===== config.mk =====
export PLATFORM = sky130hd
export DESIGN_NAME = dmem_responder
export DESIGN_NICKNAME = d
export VERILOG_FILES = /design/src/rtl/dmem_pkg.sv /design/src/rtl/dmem_array.sv /design/src/rtl/dmem_responder.sv
export SDC_FILE = /design/constraint.sdc
export NUM_CORES = 1
export LEC_CHECK = 0
export CORE_ASPECT_RATIO = 0.5
export CORE_MARGIN = 2
export CORE_UTILIZATION = 59
export CTS_CLUSTER_SIZE = 14
export DETAILED_ROUTE_END_ITERATION = 12
export HOLD_SLACK_MARGIN = 0.08
export PLACE_DENSITY = 0.8
export SLEW_MARGIN = 40
export SYNTH_ARGS = -nofsm -noshare
export SYNTH_HDL_FRONTEND = slang
export SYNTH_SLANG_ARGS = --single-unit
export TNS_END_PERCENT = 5

===== constraint.sdc =====
create_clock -name clk -period 11.55 [get_ports clk]
set_clock_uncertainty 0.1 [all_clocks]
set_input_delay 1.155 -clock clk [delete_from_list [all_inputs] [get_ports clk]]
set_output_delay 1.155 -clock clk [all_outputs]
set_load 0.02 [all_outputs]

===== src/rtl/dmem_pkg.sv =====
// Shared types and defaults for the data-memory responder.
// Holds the FSM encoding, size defaults and the legal latency range.
package dmem_pkg;

   typedef enum logic [1:0] {
      IDLE = 2'd0,
      BUSY = 2'd1,
      RESP = 2'd2
   } state_t;

   localparam int unsigned DATA_W_DEFAULT = 32;
   localparam int unsigned DEPTH_DEFAULT  = 8;
   localparam int unsigned ADDR_W_DEFAULT = 3;

   localparam int unsigned LATENCY_MIN = 1;
   localparam int unsigned LATENCY_MAX = 15;
   // Wide enough to hold LATENCY_MAX - 1.
   localparam int unsigned CNT_W       = 4;

   // Word index is out of range when any bit at or above the index width is set.
   function automatic logic addr_out_of_range(input logic [31:0] addr, input int unsigned depth);
      return addr >= 32'(depth);
   endfunction

endpackage


===== src/rtl/dmem_array.sv =====
// DEPTH x DATA_W word storage: synchronous write, combinational read,
// whole array cleared asynchronously on reset.
module dmem_array
   import dmem_pkg::*;
#(
   parameter int unsigned DEPTH  = DEPTH_DEFAULT,
   parameter int unsigned ADDR_W = ADDR_W_DEFAULT,
   parameter int unsigned DATA_W = DATA_W_DEFAULT
) (
   input  logic              clk,
   input  logic              reset,
   input  logic              we,
   input  logic [ADDR_W-1:0] waddr,
   input  logic [DATA_W-1:0] wdata,
   input  logic [ADDR_W-1:0] raddr,
   output logic [DATA_W-1:0] rdata
);

   logic [DATA_W-1:0] mem_q [DEPTH];

   always_ff @(posedge clk or posedge reset) begin
      if (reset) begin
         for (int unsigned i = 0; i < DEPTH; i++) begin
            mem_q[i] <= '0;
         end
      end else if (we) begin
         mem_q[waddr] <= wdata;
      end
   end

   assign rdata = mem_q[raddr];

endmodule


===== src/rtl/dmem_responder.sv =====
// Data-memory responder: accepts one word load/store over valid/ready, waits a
// fixed LATENCY, commits the access, then holds the response until consumed.
module dmem_responder
   import dmem_pkg::*;
#(
   parameter int unsigned DEPTH   = DEPTH_DEFAULT,
   parameter int unsigned ADDR_W  = ADDR_W_DEFAULT,
   parameter int unsigned DATA_W  = DATA_W_DEFAULT,
   parameter int unsigned LATENCY = 2
) (
   input  logic              clk,
   input  logic              reset,
   input  logic              req_valid,
   output logic              req_ready,
   input  logic              req_write,
   input  logic [31:0]       req_addr,
   input  logic [DATA_W-1:0] req_wdata,
   output logic              resp_valid,
   input  logic              resp_ready,
   output logic [DATA_W-1:0] resp_rdata,
   output logic              resp_err,
   output logic              resp_write
);

   if (LATENCY < LATENCY_MIN || LATENCY > LATENCY_MAX) begin : g_bad_latency
      $error("dmem_responder: LATENCY outside legal range");
   end
   if (DEPTH != (1 << ADDR_W)) begin : g_bad_depth
      $error("dmem_responder: DEPTH must equal 2**ADDR_W");
   end

   state_t             state_q, state_d;
   logic [CNT_W-1:0]   cnt_q, cnt_d;

   logic               write_q;
   logic               err_q;
   logic [ADDR_W-1:0]  idx_q;
   logic [DATA_W-1:0]  wdata_q;

   logic [DATA_W-1:0]  resp_rdata_q;
   logic               resp_err_q;
   logic               resp_write_q;

   logic               accept;
   logic               commit;
   logic               mem_we;
   logic [DATA_W-1:0]  mem_rdata;

   assign accept = (state_q == IDLE) && req_valid;
   assign commit = (state_q == BUSY) && (cnt_q == '0);
   assign mem_we = commit && write_q && !err_q;

   dmem_array #(
      .DEPTH  (DEPTH),
      .ADDR_W (ADDR_W),
      .DATA_W (DATA_W)
   ) u_array (
      .clk   (clk),
      .reset (reset),
      .we    (mem_we),
      .waddr (idx_q),
      .wdata (wdata_q),
      .raddr (idx_q),
      .rdata (mem_rdata)
   );

   // LATENCY==1 passes through one BUSY cycle with cnt=0, so resp_valid still
   // rises exactly LATENCY edges after acceptance.
   always_comb begin
      state_d    = state_q;
      cnt_d      = cnt_q;
      req_ready  = 1'b0;
      resp_valid = 1'b0;
      unique case (state_q)
         IDLE: begin
            req_ready = 1'b1;
            if (req_valid) begin
               state_d = BUSY;
               cnt_d   = CNT_W'(LATENCY - 1);
            end
         end
         BUSY: begin
            if (cnt_q == '0) begin
               state_d = RESP;
            end else begin
               cnt_d = cnt_q - 1'b1;
            end
         end
         RESP: begin
            resp_valid = 1'b1;
            if (resp_ready) begin
               state_d = IDLE;
            end
         end
         default: state_d = IDLE;
      endcase
   end

   always_ff @(posedge clk or posedge reset) begin
      if (reset) begin
         state_q      <= IDLE;
         cnt_q        <= '0;
         write_q      <= 1'b0;
         err_q        <= 1'b0;
         idx_q        <= '0;
         wdata_q      <= '0;
         resp_rdata_q <= '0;
         resp_err_q   <= 1'b0;
         resp_write_q <= 1'b0;
      end else begin
         state_q <= state_d;
         cnt_q   <= cnt_d;
         if (accept) begin
            write_q <= req_write;
            err_q   <= addr_out_of_range(req_addr, DEPTH);
            idx_q   <= req_addr[ADDR_W-1:0];
            wdata_q <= req_wdata;
         end
         // Response registers only change at commit, so they hold through RESP.
         if (commit) begin
            resp_write_q <= write_q;
            resp_err_q   <= err_q;
            resp_rdata_q <= (write_q || err_q) ? '0 : mem_rdata;
         end
      end
   end

   assign resp_rdata = resp_rdata_q;
   assign resp_err   = resp_err_q;
   assign resp_write = resp_write_q;

endmodule


### Word level (Yosys, flattened, before mapping)

Index checks and enable logic that the tools add are counted.

| cells by class | value |
|---|---|
| order comparisons | 3 |
| reductions and logical operators | 12 |
| bitwise logic cells | 1 |
| add/sub/neg operators | 1 |
| equality and inequality tests | 6 |
| mux-type cells | 16 |

Operators by type and width:

| cell | count |
|---|---|
| 256-bit bitwise mux | 1 |
| 32-bit 2-to-1 mux | 4 |
| 32-bit binary-select mux with 3-bit select | 1 |
| 32-bit demux with 3-bit select | 1 |
| 32-bit by 4-bit >= comparator with 1-bit output, second input constant | 1 |
| 4-bit 2-to-1 mux | 2 |
| 4-bit case mux with 2 select lines | 1 |
| 2-bit 2-to-1 mux | 3 |
| 2-bit inequality test, second input constant | 3 |
| 2-bit case mux with 3 select lines | 1 |
| 3-bit AND reduction | 2 |
| 1-bit logical AND | 5 |
| 4-bit >= comparator, second input constant | 1 |
| 4-bit zero test | 1 |
| 4-bit by 1-bit < comparator with 1-bit output, second input constant | 1 |
| 3-bit inverter with 4-bit output | 1 |
| 4-bit by 1-bit subtractor with 4-bit output, second input constant | 1 |
| 2-bit by 1-bit equality test with 1-bit output, second input constant | 1 |
| 2-bit equality test, second input constant | 1 |
| 2-bit zero test | 1 |
| 1-bit 2-to-1 mux | 2 |
| 2-bit by 1-bit inequality test with 1-bit output, second input constant | 1 |
| 2-bit nonzero test | 1 |
| 1-bit zero test | 1 |
| 1-bit logical OR | 1 |

| word-level totals | value |
|---|---|
| input bits | 69 |
| bits in registers | 333 |

### Depth between registers and ports, before layout

| depth | value |
|---|---|
| depth in word-level cells | 6 |
| gate-level depth with buffers | 8 |
| gate-level depth less buffers | 6 |

### Modules after synthesis

From an unflattened synthesis, not the netlist that was laid out.

| second synthesis, totals | value |
|---|---|
| cells, all modules | 937 |
| area, all modules | 14721.6 um^2 |

By module, submodules not included:

| module | area each (um^2) | cells an instance | seq. area each (um^2) | times used |
|---|---|---|---|---|
| dmem_array | 11542.3 | 666 | 6406.1 | 1 |
| dmem_responder | 3179.3 | 271 | 1926.8 | 1 |

### Worst setup path before layout

OpenSTA, ideal clock, no wires.

| path | value |
|---|---|
| path kind | input port to flip-flop |
| from | input port req_valid |
| to | register wdata_q[10] |
| slack | 8.987 ns |
| arrival time | 2.338 ns |
| stages on the path | 5 |
| setup time | 0.125 ns |
| buffers on the path | 2 |
| cell sequence | nor2b_1 -> and2_1 -> clkbuf_1 -> clkbuf_1 -> mux2_2 |

| on the way | value |
|---|---|
| longest elaborated chain between the ends | 1 |

RTL lines:

| element | RTL line | RTL |
|---|---|---|
| start, declared | dmem_responder.sv:13 | `input logic req_valid,` |
| 1-bit logical AND | dmem_responder.sv:49 | `assign accept = (state_q == IDLE) && req_valid;` |
| end signal, assigned | dmem_responder.sv:117 | `wdata_q <= req_wdata;` |
| end, declared | dmem_responder.sv:38 | `logic [DATA_W-1:0] wdata_q;` |

No other way between the ends.
A chain may end at the register's enable or synchronous reset.

### Worst setup path after layout

| path | value |
|---|---|
| from | register cnt_q[0] |
| to | register u_array.mem_q[37] in the netlist's numbering |

| on the way | value |
|---|---|
| longest elaborated chain between the ends | 4 |

RTL lines:

| element | RTL line | RTL |
|---|---|---|
| start, declared | dmem_responder.sv:33 | `logic [CNT_W-1:0] cnt_q, cnt_d;` |
| start signal, assigned | dmem_responder.sv:112 | `cnt_q <= cnt_d;` |
| 4-bit zero test | dmem_responder.sv:50 | `assign commit = (state_q == BUSY) && (cnt_q == '0);` |
| 1-bit logical AND | dmem_responder.sv:50 |  |
| 1-bit logical AND (2 in a row) | dmem_responder.sv:51 | `assign mem_we = commit && write_q && !err_q;` |
| end signal, assigned by index | dmem_array.sv:27 | `mem_q[waddr] <= wdata;` |
| end, declared | dmem_array.sv:19 | `logic [DATA_W-1:0] mem_q [DEPTH];` |

No other way between the ends.

==> impl_results.md <==
- Outcome: finished, final reports clean
- CP top delay family: simple AND/OR/NAND/NOR gates
- Achievable frequency: around 300 MHz
- Seq cells post-synth: 333
- Post-CTS Resized: 0
- Number of cells on the worst hold path: 1
- IO buf count: 104
- Sequential-to-total area share from yosys stat: around 57%
- Final core utilization: 69.56%
- Clk sinks: 333
- DRC Markers: 0
- WHS: 0.3906 ns
- Top FF cell, synth: dfrtp_1
- Cell variety after synth: 45
- Max-cap violations: 0
- Antenna Nets Post-Route: 0
- Crit-path cells: inv_1 > ha_1 > nor3b_2 > nand4_2 > nor3b_4 > buf_4 > mux2_2
- Post-CTS setup buffer count: 0
- Final setup fails: 0
- Row cnt: 40
- Hpwl dp: ~18 mm
- Congestion Overflow GR: 0
- Vias per Instance: between 6 and 7
- Crit-path slowest cell: nor3b_4
- Startpoint class of the critical path: flip-flop
- Rel. slew slack: between 40 and 50%
- H-tree depth: 1
- Number of global-route vias before repair: around 9,400
- Via Count: 8,657
- Slowest stage delay, CP: 0.79 ns
- Maximum buffer depth of the clock tree: 3
- Req. time, crit path: 11.89 ns
- Filler cells: 1,650
- Worst hold start: u_array.mem_q[91]
- Initial antenna violation count: 0
- Crit share post-route: 29.05%
- R2R Setup Slk: 8.20 ns
- Max-slew violations: 0
- First-pass GRT wire length: 51.00 mm
- Setup slack after layout: 8.195 ns
- Number of synthesized flops with an enable pin: 0
- Syn_area_per_cell: 14.89 µm²
- Worst Max-Slew Pin Slew: 0.8416 ns
- Gr usage total: 25.24%
- Post-Route WL: roughly 32 mm
- Fin Setup TNS: 0 ns
- Reg2reg path depth: 7
- Gpl congestion: 0.7484
- Leakage: 8.076 nW
- Syn nets: about 1,000
- Tmin final: 3.355 ns
- Power per cell area: 176.5 nW/µm²
- Drt first pass iters: 7
- Clock root buffer: clkbuf_16
- Worst vdd ir: 114.2 µV
- Mapped cell area: approximately 15,000 µm²
- Multi-input gate area: 5928 µm²
- Initial DRC Count: 639
- Clock transition at path regs: 0.07 ns
- Post-CTS Hold Buffers: 0
- Die X: between 200 and 250 µm
- Total power draw: 2.962 mW
- Worst Setup Path Type: reg2reg
- Fraction of layout cells with a size suffix above 1: 37.51%
- Sequential cell area: 8341 µm²
- Starting Density: 60.38%
- CTS tree: built
- Synthesis Warnings: 0
- Top Ports: 105
- Post-Syn Instances: roughly 980
- Hold Path End: u_array.mem_q[91]
- Skew-Pair Late Insertion Delay: 0.56 ns
- Worst EP arrival: 3.69 ns
- Setup crit end kind: flip-flop
- Placeable Area: 24,120 µm²
- Fin. Hold Viols: 0
- Area Overhead vs Synth: 15.20%
- CP bufs+invs: 2
- Max FO, Critical Path: 21
- Worst R2R End: u_array.mem_q[37]
- R2R Path Start: cnt_q[0]
- Pre-CTS WS: 7.785 ns
- Overall die height: 115.1 µm
- WL/cell: 22.33 µm
- Total CTS buffers: 29
- Pin count of the biggest net entering global routing: 100
- Nets: 1,131
- Die ar.: 26,040 µm²
- RSZ-0062 raised after global routing: no
- Hold WC Path Type: reg2reg
- Async SR Flop Fraction: 100.0%
## report_power, final
group          internal (mW)  switching (mW)
clock                  0.521           0.418
sequential              1.27           0.218
combinational          0.247           0.293
total                   2.03           0.929
## cell usage after synthesis, types with 2 or more instances
master / count / area, µm²
clkbuf_1: 25 / 93.84
nand2b_1: 2 / 12.51
buf_4: 10 / 75.07
nor4_1: 7 / 43.79
buf_2: 29 / 145.1
a32oi_1: 12 / 105.1
o2bb2ai_1: 2 / 17.52
and2_1: 17 / 106.4
mux2i_1: 17 / 170.2
buf_6: 2 / 22.52
and3b_1: 18 / 157.7
nand2_1: 20 / 75.07
nor2b_1: 5 / 31.28
nor2_1: 9 / 33.78
ha_1: 2 / 25.02
xor2_1: 2 / 17.52
inv_1: 6 / 22.52
nand3b_1: 3 / 22.52
dfrtp_1: 333 / 8333
buf_1: 2 / 7.510
a22oi_1: 6 / 45.04
nand3_1: 2 / 10.01
mux4_2: 34 / 765.7
nor3b_1: 3 / 22.52
a22o_1: 2 / 17.52
and3_1: 3 / 18.77
nor3_1: 5 / 25.02
o21ai_0: 31 / 155.2
a221o_1: 29 / 290.3
a21oi_1: 16 / 80.08
mux2_2: 297 / 3344
nor3b_2: 3 / 37.54
mux2_1: 9 / 101.4
and2_0: 3 / 18.77
nand4_1: 2 / 12.51
## worst max path at each step
stage | from | end | depth (start not counted)
6_report | cnt_q[0] | u_array.mem_q[37] | 7
5_1_grt | cnt_q[1] | u_array.mem_q[32] | 7
4_1_cts | cnt_q[0] | u_array.mem_q[41] | 7
3_5_place_dp | reset | wdata_q[21] | 4
3_3_place_gp | reset | u_array.mem_q[18] | 4
2_1_floorplan | reset | cnt_q[0] | 1
## worst reg2reg max path, stage by stage (launching register included)
cell and delay (ns):
dfrtp_1 0.41, inv_1 0.09, ha_1 0.15, nor3b_2 0.44
nand4_2 0.34, nor3b_4 0.79, buf_4 0.51, mux2_2 0.40
## layer usage
metal	track usage, %	share of wire, %	vias to the layer above
met3	4.421	4.2	47
met2	41.98	48	184
met1	35.43	46	4633
met5	0	0	-
met4	5.921	1.9	0
li1	-	-	3793
## flip-flops by register name (all words and copies together), names as in the netlist, 2 cells and up
register / count
state_q: 2
wdata_q: 32
resp_rdata: 32
idx_q: 3
u_array.mem_q: 256
cnt_q: 4
## cell families after synthesis
| family | share of synthesized area (%) |
|---|---|
| mux | 30.08 |
| flops | 57.21 |
| simple gates | 4.819 |
| compound gates | 5.077 |
| buf+inv | 2.517 |
| xor+xnor | 0.1203 |
| fa+ha+maj | 0.1718 |
## through the flow
stage | instances | cell area, µm²
CTS | 1413 | 16770
finish | 1414 | 16780
floorplan | 978 | 14570
detailed placement | 1365 | 15880
global placement | 1365 | 15850
global route | 1413 | 16780
## area by class of cell
cell class | count | share of cell area, %
antenna | 1 | 0.01491
clock buffer | 44 | 5.018
clock inverter | 4 | 0.2908
inverter | 6 | 0.1790
multi-input combinational | 571 | 35.33
sequential | 333 | 49.71
tap | 336 | 2.505
timing repair buffer | 119 | 6.957
## placed cells by master (no fill, tap or decap), types with 3 or more instances in the layout
cell	count
o21ai_0	31
nand2_1	16
a32oi_1	12
a22oi_1	6
clkbuf_8	7
and2_0	3
clkbuf_16	29
and3b_1	18
a21oi_1	16
inv_1	5
nor2b_1	4
clkdlybuf4s50_1	104
clkbuf_1	9
nor3_1	4
buf_4	12
a221o_1	29
mux2i_1	17
and3_1	3
nand3b_1	3
mux4_2	34
nand2_4	4
nor2_1	8
nor3b_1	3
mux2_2	297
dfrtp_1	331
and2_1	15
mux2_1	9
nor4_1	7
Note: power is estimated with default switching activity, not from simulation.
